<file path="config.mk">
export PLATFORM = sky130hd
export DESIGN_NAME = reg_file_rd
export DESIGN_NICKNAME = d
export VERILOG_FILES = /design/src/rtl/reg_file_rd.sv
export SDC_FILE = /design/constraint.sdc
export NUM_CORES = 1
export LEC_CHECK = 0
export BUFFER_PORTS_ARGS = -buffer_cell sky130_fd_sc_hd__buf_2
export CORE_MARGIN = 3
export CORE_UTILIZATION = 40
export CTS_CLUSTER_DIAMETER = 150
export DETAILED_ROUTE_END_ITERATION = 16
export GPL_TIMING_DRIVEN = 0
export PLACE_DENSITY_LB_ADDON = 0.15
export RECOVER_POWER = 25
export REMOVE_ABC_BUFFERS = 1
export SLEW_MARGIN = 0
export SYNTH_ARGS = -nofsm -noshare
export SYNTH_HDL_FRONTEND = slang
export SYNTH_SLANG_ARGS = --single-unit
</file>
<file path="constraint.sdc">
create_clock -name clk -period 7.2 [get_ports clk]
set_input_delay 0.72 -clock clk [delete_from_list [all_inputs] [get_ports clk]]
set_output_delay 0.72 -clock clk [all_outputs]
set_load 0.01 [all_outputs]
</file>
<file path="src/rtl/reg_file_rd.sv">
// 32 x 32-bit register file with two combinational read ports, write-first bypass,
// and a self-sequencing clear that zeroes registers 1..31 after reset or on request.
module reg_file_rd #(
  parameter int DATA_W = 32,
  parameter int ADDR_W = 5
) (
  input  logic              clk,
  input  logic              rst,
  input  logic              RegWrite,
  input  logic [ADDR_W-1:0] WriteReg,
  input  logic [DATA_W-1:0] WriteData,
  input  logic [ADDR_W-1:0] rs,
  input  logic [ADDR_W-1:0] rt,
  input  logic              clr_req,
  output logic [DATA_W-1:0] ReadData1,
  output logic [DATA_W-1:0] ReadData2,
  output logic              busy,
  output logic              write_drop
);

  typedef enum logic {CLEAR, IDLE} state_t;

  localparam logic [ADDR_W-1:0] IDX_FIRST = {{(ADDR_W-1){1'b0}}, 1'b1};
  localparam logic [ADDR_W-1:0] IDX_LAST  = '1;

  state_t            r_state;
  state_t            w_state_nxt;
  logic [ADDR_W-1:0] r_idx;
  logic [ADDR_W-1:0] w_idx_nxt;
  logic              r_drop;
  logic              w_drop_nxt;
  logic              w_wr_req;
  logic              w_wr_en;
  logic [DATA_W-1:0] r_regs [0:(1<<ADDR_W)-1];

  assign w_wr_req = RegWrite && (WriteReg != '0);
  // A write only lands in IDLE when no clear is being requested on the same edge.
  assign w_wr_en  = (r_state == IDLE) && w_wr_req && !clr_req;

  always_comb begin
    w_state_nxt = r_state;
    w_idx_nxt   = r_idx;
    w_drop_nxt  = w_wr_req && ((r_state == CLEAR) || clr_req);
    case (r_state)
      CLEAR: begin
        if (r_idx == IDX_LAST) w_state_nxt = IDLE;
        else                   w_idx_nxt   = r_idx + IDX_FIRST;
      end
      IDLE: begin
        if (clr_req) begin
          w_state_nxt = CLEAR;
          w_idx_nxt   = IDX_FIRST;
        end
      end
      default: w_state_nxt = CLEAR;
    endcase
  end

  always_ff @(posedge clk or posedge rst) begin
    if (rst) begin
      r_state <= CLEAR;
      r_idx   <= IDX_FIRST;
      r_drop  <= 1'b0;
    end else begin
      r_state <= w_state_nxt;
      r_idx   <= w_idx_nxt;
      r_drop  <= w_drop_nxt;
    end
  end

  // Storage is not reset; the clear walk is the only thing that zeroes it.
  always_ff @(posedge clk) begin
    if (r_state == CLEAR)
      r_regs[r_idx] <= '0;
    else if (w_wr_en)
      r_regs[WriteReg] <= WriteData;
  end

  always_comb begin
    ReadData1 = '0;
    ReadData2 = '0;
    if (r_state == IDLE) begin
      if (rs != '0) ReadData1 = (w_wr_en && (WriteReg == rs)) ? WriteData : r_regs[rs];
      if (rt != '0) ReadData2 = (w_wr_en && (WriteReg == rt)) ? WriteData : r_regs[rt];
    end
  end

  assign busy       = (r_state == CLEAR);
  assign write_drop = r_drop;

endmodule
</file>
Word level (Yosys, flattened, before mapping). Memories as Yosys holds them, arrays and structs flattened. Index checks and enable logic that the tools add are counted.

Logic and storage cells: 43. Bits in read-only memories: 0. Bits in latches: 0. Register bits after elaboration: 7. Memories: 1. Bits of input ports: 51. Bits in writable memories: 1024.

Memories: r_regs (depth 32, width 32, rd ports 2, clocked after Yosys merged registers in 0, wr ports 1, line 34) `logic [DATA_W-1:0] r_regs [0:(1<<ADDR_W)-1];`.

Bitwise logic cells: 1. Equal/unequal tests: 5. Multiply operators: 0. Order comparisons: 0. Divide/modulo/power cells: 0. Mux-type cells: 19. Shifts and indexed selects: 0. Reductions and logical operators: 13. $add $sub $neg: 1.

Operators by type and width (number): $mux 32 (7); $reduce_or 32->1 (1); $mux 5 (3); $reduce_bool 5->1 (3); $eq 5x5->1 (2); $pmux 5 s2 (1); $mux 1 (7); $logic_and 1x1->1 (6); $add 5x1->5 const B (1); $eq 5x5->1 const B (1); $ne 2x2->1 const B (2); $pmux 1 s2 (1); $reduce_and 2->1 (1); $logic_not 1->1 (1); $logic_or 1x1->1 (1); $not 1->1 (1).

Longest topological paths before layout. Gate-level depths: netlist of the first run.

Depth after elaboration: 9. Mapped depth: 9. Depth with buffers taken out: 7.

Worst setup path after synthesis of the first run. Ideal clock, no wire load.

Path kind: input-to-reg. From: in WriteReg[4]. To: mem r_regs[29][0] (enable). Required time: 6.739 ns. Arrival time: 4.234 ns. Cell stages on the path: 8. Path slack: 2.505 ns. Cells stage by stage: buf_2 -> or2_2 -> o211a_1 -> buf_6 -> buf_6 -> o21ai_2 -> nand2_1 -> nor3_1.

Cells in the longest elaborated chain, start to end: 9. Elaborated cells between the ends (all ways): 10. Classes of those cells: mux (5); reduce/logical (5).

RTL lines: start: declaration (line 10) `input logic [ADDR_W-1:0] WriteReg,`; $reduce_bool 5->1 (line 36) `assign w_wr_req = RegWrite && (WriteReg != '0);`; $logic_and 1x1->1 (line 36); $logic_and 1x1->1 (2 in a row) (line 38) `assign w_wr_en = (r_state == IDLE) && w_wr_req && !clr_req;`; $mux 1 (line 75) `else if (w_wr_en)`; $mux 1 (line 73) `if (r_state == CLEAR)`; $mux 1 (not written as such) (line 76) `r_regs[WriteReg] <= WriteData;`; $reduce_or 32->1 (no source line); $mux 5 (no source line) or $mux 1 (tied branches); end: declaration (line 34).

Parallel ways exist; a longest one is shown, timed or not.

Worst setup path in the final report of the first run.
From: reg r_state. To: out ReadData1[20].

Cells in the longest elaborated chain, start to end: 6.

RTL lines: start: declaration (line 26) `state_t r_state;`; start signal: assignment (line 65) `r_state <= w_state_nxt;`; $logic_and 1x1->1 (2 in a row) (line 38); $logic_and 1x1->1 (line 83) `if (rs != '0) ReadData1 = (w_wr_en && (WriteReg == rs)) ? WriteData : r_regs[rs];`; $mux 32 (2 in a row) (line 83); $mux 32 (*) (line 82) `if (r_state == IDLE) begin`; end: declaration (line 15) `output logic [DATA_W-1:0] ReadData1,`.

Mark *: on every way between the ends. The rest lies on a longest branch, timed or not.

==> metrics.txt, run 1 <==
Seq/Total Area, Yosys=63.04%; global placement routability congestion=0.7339; Syn Area/Cell=18.34 um2; worst hold path class=in -> reg; layout cells sized above 1=around 29%; main area contributors after synthesis=edfxtp_1 (63%), mux4_2 (18%), mux2i_1 (6.0%); most common cell in the netlist=edfxtp_1; Die Ht=roughly 360 um; DR vias/cell=6.518; WL per Instance=34.70 um; area grow syn2layout=15.90%; Fmax=0.1938 GHz; Reg power frac=around 47%; top-area cell type share of the netlist area=between 60% and 70%; Final WS setup=2.039 ns; Final Hold Viols=0; Root Driver=clkbuf_16; period utilization=71.68%; initial antenna violation count=3; Lkg Pwr=19.59 nW; RSZ-0062 raised after global routing=no; Post-DP Area=between 0.05 and 0.06 mm2; Clock Sinks=1,031; # port buffers=116; Via Count=29,360; Internal=around 11 mW; Core Util, Final=47.08%; Num CTS Buffers=110; max-slew violations=33; DIE AREA=0.1269 mm2; Post-Layout Cell Count=between 4,000 and 5,000; ANT nets after route=0; Die X=approximately 360 um; Syn Inst Count=2,675; Overflow after GRT=0; Layout Skew=0.01418 ns; Synth area leader=edfxtp_1; Clock power frac=35.7%; Net Sw Frac=27.47%; first-pass GRT wire length=223,900 um; detailed placement HPWL=between 90,000 and 100,000 um; Psw=4.311 mW; design area=0.05686 mm2; pin count of the biggest net entering global routing=90; CTS tree=yes; Slew @ Worst Pin=1.533 ns; vias in the first global route=31,240; Cell Area, Synth=0.04906 mm2; arrival time at the worst endpoint=~4.4 ns; setup TNS=0 ns; library cells used by synthesis=approximately 50; Final Setup Violations=0; final hold slack=0.3355 ns; final net count=2,852; crit end category=primary output; Starting Density=40.62%; ys async rst share=less than 1%; clk buf depth=3; Placement Setup Slack=2.351 ns; Main synth FF type=edfxtp_1; Comb pwr share=17.1%; crit-path max FO=18; Yosys warning count=0; Tot GR Track Use=24.56%; Worst EP required=6.48 ns; failing checks=max-capacitance violations, max-slew violations; H-tree depth=3; EDFF count, synth=around 1,000; placed cell count=4,298; WS Path Type=reg -> out; status=complete, but fails checks; Fill cells=between 10,000 and 15,000; Clock transition at path regs=around 0.06 ns; worst ir drop on vdd=0.0001908 V; num rows=127; drt first pass iters=6; Worst-Skew Late Latency=0.70 ns; max cap viols=2; PwrDens=276.0 mW/mm2; min cycle time layout=between 5 and 6 ns; DRT Wirelength=156,300 um; I/O Pins=117; postcts setup bufs=0; Synth top cells by count=edfxtp_1 (1,024), mux4_2 (384), mux2i_1 (292); total power=15.69 mW; number of synthesized register bits=about 1,000; headroom to the max-slew limit=-2.258%; DRC Markers=0; core area=0.1208 mm2; initial DRC count=2,595; CP Launch Type=register
## power groups by stage
stage               sequential, mW  combinational (mW)  clock [mW]
floorplan                     7.47                1.19           0
global placement              7.59                2.41           0
detailed placement            7.52                2.70           0
CTS                           7.39                2.71        5.68
global route                  7.44                2.80        5.94
finish                        7.40                2.69        5.60
## state kept, by name (all words and copies together) (netlist names)
register    cells
r_regs       1024
write_drop      1
r_idx           5
r_state         1
## cell families (layout without fill, tap and decap cells)
group / count (synthesis) / count (layout) / synth area share, %
flip-flops: 1031 / 1031 / 63.04
multiplexers: 680 / 680 / 23.70
AO/OA/AOI/OAI: 533 / 533 / 8.426
buffers and inverters: 233 / 449 / 2.652
AND/OR/NAND/NOR: 185 / 185 / 1.936
XOR/XNOR: 11 / 11 / 0.1964
adder cells (fa/ha/maj): 2 / 2 / 0.05100
other: 0 / 1 / 0
## area by class of cell
cell class                      instances  area, um2  area share, %
Multi-Input combinational cell       1411      17160          30.17
Tap cell                             1612       2017          3.547
Timing Repair Buffer                  239       3217          5.658
Clock buffer                          134       2885          5.074
Sequential cell                      1031      30930          54.39
Antenna cell                            1      2.502       0.004401
Clock inverter                         70      634.4          1.116
Inverter                                6      22.52        0.03961
## worst max-delay path: stages (launching register included)
cell and delay (ns):
dfrtp_1 0.66, nor2b_1 0.53, o211a_1 1.01, inv_2 0.17
nor3_4 0.56, buf_16 0.23, buf_8 0.21, a221o_1 0.21
buf_2 0.14
## metal layers
layer  up-vias  GRT usage (%)  share of wire, %
li1      11830              -                 -
met1     15810          30.75                38
met2      1360          42.47                51
met3       366          3.583               6.4
met4         0          10.90               4.5
met5         -              0                 0
## path summary, 6_finish.rpt
check | from | to | slack (ns) | cells past startpoint
setup / recovery | r_state | ReadData1[20] | 2.04 | 8
hold / removal | RegWrite | write_drop | 0.34 | 2
setup reg to reg | r_state | r_regs[2][10] | 2.20 | 7
hold reg to reg | r_idx[1] | r_idx[1] | 0.65 | 1
max in group asynchronous | rst | r_idx[0] | 6.44 | 3
min in group asynchronous | rst | r_state | 0.50 | 3
## cells in the final DEF, fill, tap and decap left out, types with 24 or more instances in the layout
cell type,synthesis,layout
a211oi_1,32,32
a21oi_1,97,97
a221o_1,64,64
a221oi_1,128,128
a22oi_1,128,128
buf_12,0,42
buf_16,0,48
buf_2,67,106
clkbuf_1,83,24
clkbuf_16,0,112
clkinv_1,0,27
clkinv_2,0,25
edfxtp_1,1024,1024
mux2i_1,292,292
mux4_2,384,384
nand2_1,54,54
nor2_4,0,34
nor2b_1,36,33
o21bai_1,64,64
## what timing repair did
| action | in CTS | in global routing |
|---|---|---|
| gates resized for setup | 0 | 0 |
| hold endpoints to repair | 6 | 0 |
| hold buffers | 1 | 0 |
(Power assumes the default switching activity.)
==> run 2: changes to the inputs <==
==> constraint.sdc (replaced) <==
create_clock -name clk -period 4.3 [get_ports clk]
set_input_delay 0.43 -clock clk [delete_from_list [all_inputs] [get_ports clk]]
set_output_delay 0.43 -clock clk [all_outputs]
set_load 0.01 [all_outputs]
==> run 2 against run 1 <==
Net effect: the flow still finishes with violations (max-capacitance violations, max-slew violations); cell area grew 0.44%; clock power up 67%; clock skew decreased by 0.0022 ns; cell count up 0.44%; largest cell class unchanged; highest routed layer unchanged.
==> metrics.txt, run 2 (synthesized netlist as in run 1, its figures left out) <==
I/O Pins=117 (unchanged); R2R Path End=r_regs[10][4] (was r_regs[2][10]); Clock Sinks=1,031 (unchanged); num rows=127 (unchanged); Clock transition at path regs=0.06 ns (about the same); DIE AREA=0.1269 mm2 (unchanged); DRC Markers=0 (unchanged); Reg power frac=47.0% (was 47.2%); most common cell after layout, fill and taps aside=edfxtp_1 (unchanged); Net Sw Frac=27.48% (was 27.47%); total power=26.34 mW (was 15.69 mW); Clock power frac=35.6% (was 35.7%); min cycle time layout=4.202 ns; Psw=7.239 mW (was 4.311 mW); worst ir drop on vdd=0.0003211 V (was 0.0001908 V); hold endpoint=write_drop (unchanged); pin count of the biggest net entering global routing=90 (unchanged); max reg flops=1,024 (unchanged); Die Ht=356.2 um (unchanged); final net count=2,871 (was 2,852); first-pass GRT wire length=224,000 um (was 223,900 um); max-slew violations=66 (was 33); initial antenna violation count=4 (was 3); crit end category=register (was primary output); H-tree depth=3 (unchanged); arrival time at the worst endpoint=4.59 ns (was 4.44 ns); drt first pass iters=7 (was 6); Starting Density=40.62% (unchanged); commonest cells after routing, fill and taps aside=edfxtp_1 (1,024), mux4_2 (384), mux2i_1 (292) (unchanged); detailed placement HPWL=99,260 um (unchanged); area grow syn2layout=16.41% (was 15.90%); Num CTS Buffers=110 (unchanged); worst hold path class=in -> reg (unchanged); initial DRC count=2,800 (was 2,595); failing checks=max-capacitance violations, max-slew violations (unchanged); WL per Instance=34.78 um (was 34.70 um); layout cells sized above 1=29.38% (was 28.85%); ANT nets after route=0 (unchanged); final hold slack=0.04891 ns (was 0.3355 ns); placed cell count=4,298 (unchanged); Layout Skew=0.01202 ns (was 0.01418 ns); # port buffers=116 (unchanged); WS Path Type=reg -> reg (was reg -> out); reg2reg path depth=7 (unchanged); most flop-heavy register=r_regs (unchanged); CP Launch Type=register (unchanged); Internal=19.11 mW (was 11.38 mW); DRT Wirelength=157,300 um (was 156,300 um); biggest registers after layout=r_regs: 1024 flops, r_idx: 5 flops (unchanged); global placement routability congestion=0.7339 (unchanged); Core Util, Final=47.29% (was 47.08%); vias in the first global route=31,250 (was 31,240); clk buf depth=3 (unchanged); Final Setup Violations=0 (unchanged); max cap viols=2 (unchanged); Worst EP required=4.69 ns (was 6.48 ns); Overflow after GRT=0 (unchanged); hold path startpoint=RegWrite (unchanged); core area=0.1208 mm2 (unchanged); period utilization=97.73%; reg2reg start=r_state (unchanged); CTS tree=yes (unchanged); headroom to the max-slew limit=-1.752% (was -2.258%); Post-Layout Cell Count=4,524 (was 4,504); Fmax=0.2380 GHz; Worst-Skew Late Latency=0.70 ns (about the same); hold path depth=2 (unchanged); crit-path max FO=27 (was 18); Final Hold Viols=0 (unchanged); Tot GR Track Use=24.58% (was 24.56%); Slew @ Worst Pin=1.525 ns (was 1.533 ns); Lkg Pwr=19.72 nW (was 19.59 nW); status=complete, but fails checks (unchanged); Die X=356.2 um (unchanged); Via Count=29,480 (was 29,360); PwrDens=461.3 mW/mm2 (was 276.0 mW/mm2); Comb pwr share=17.4% (was 17.1%); Root Driver=clkbuf_16 (unchanged); reg-to-reg slack, setup=0.1 ns (was 2.20 ns); DR vias/cell=6.517 (was 6.518)
## run 2: changes by cell type in the layout (fill, tap and decap cells not counted), sizes merged
cell / delta
diode: +1
buf: +17
clkbuf: +2
## run 2: how the worst max path moves through the flow
| stage | from | endpoint | slack [ns] | cells past startpoint |
|---|---|---|---|---|
| 2_1_floorplan | r_state | r_regs[31][0] | -0.36 | 4 |
| 3_3_place_gp | rs[1] | ReadData1[6] | -16.08 | 5 |
| 3_5_place_dp | r_state | r_regs[2][21] | -0.14 | 7 |
| 4_1_cts | rt[0] | ReadData2[25] | 0.02 | 12 |
| 5_1_grt | r_state | r_regs[12][24] | -0.02 | 7 |
| 6_report | r_state | r_regs[10][4] | 0.1 | 7 |
## run 2: worst max-delay path: stages, from the launching register on
cell and delay [ns]:
dfrtp_1 0.65, nor2b_2 0.43, o211a_4 0.48, buf_12 0.30, mux2i_4 0.60, nand2_1 0.43
nor2_4 0.66, buf_12 0.29
## run 2: layer usage
metal	GRT usage [%]	share of wire, %
met5	0	0
met2	42.59	51
met3	3.568	6.4
met1	30.80	38
met4	10.67	4.4
## run 2: layout make-up
type                    instances  area, um2
inverters                       6      22.52
clock buffers                 134       2885
repair buffers                258       3457
clock inverters                70      634.4
well taps                    1612       2017
flip-flops and latches       1031      30930
diodes                          2      5.005
fillers                     10030      63650
multi-input cells            1411      17170
## run 2: through the flow
step	setup TNS, ns	worst slack, ns	area, um2
floorplan	-21.88	-0.3640	47780
global placement	-5709.37	-16.08	50380
detailed placement	-3.910	-0.1367	53340
CTS	0	0.01609	56920
global route	-0.08671	-0.01682	57110
finish	0	0.09762	57110
## run 2: what timing repair did
action | CTS | global route
resized for setup | 1 | 0
cloned | 0 | 2
setup endpoints to repair | 59 | 55
buffers inserted | 3 | 14
pin swaps | 2 | 6
hold endpoints to repair | 7 | 0
hold buffers | 1 | 0
## run 2: power by group through the flow
| stage | registers, mW | clock network [mW] | logic (mW) |
|---|---|---|---|
| final | 12.4 | 9.37 | 4.58 |
| after CTS | 12.4 | 9.51 | 4.56 |
| after detailed placement | 12.6 | 0 | 4.52 |
| after floorplan | 12.5 | 0 | 2.00 |
| after global routing | 12.5 | 9.94 | 4.76 |
| after global placement | 12.7 | 0 | 4.03 |
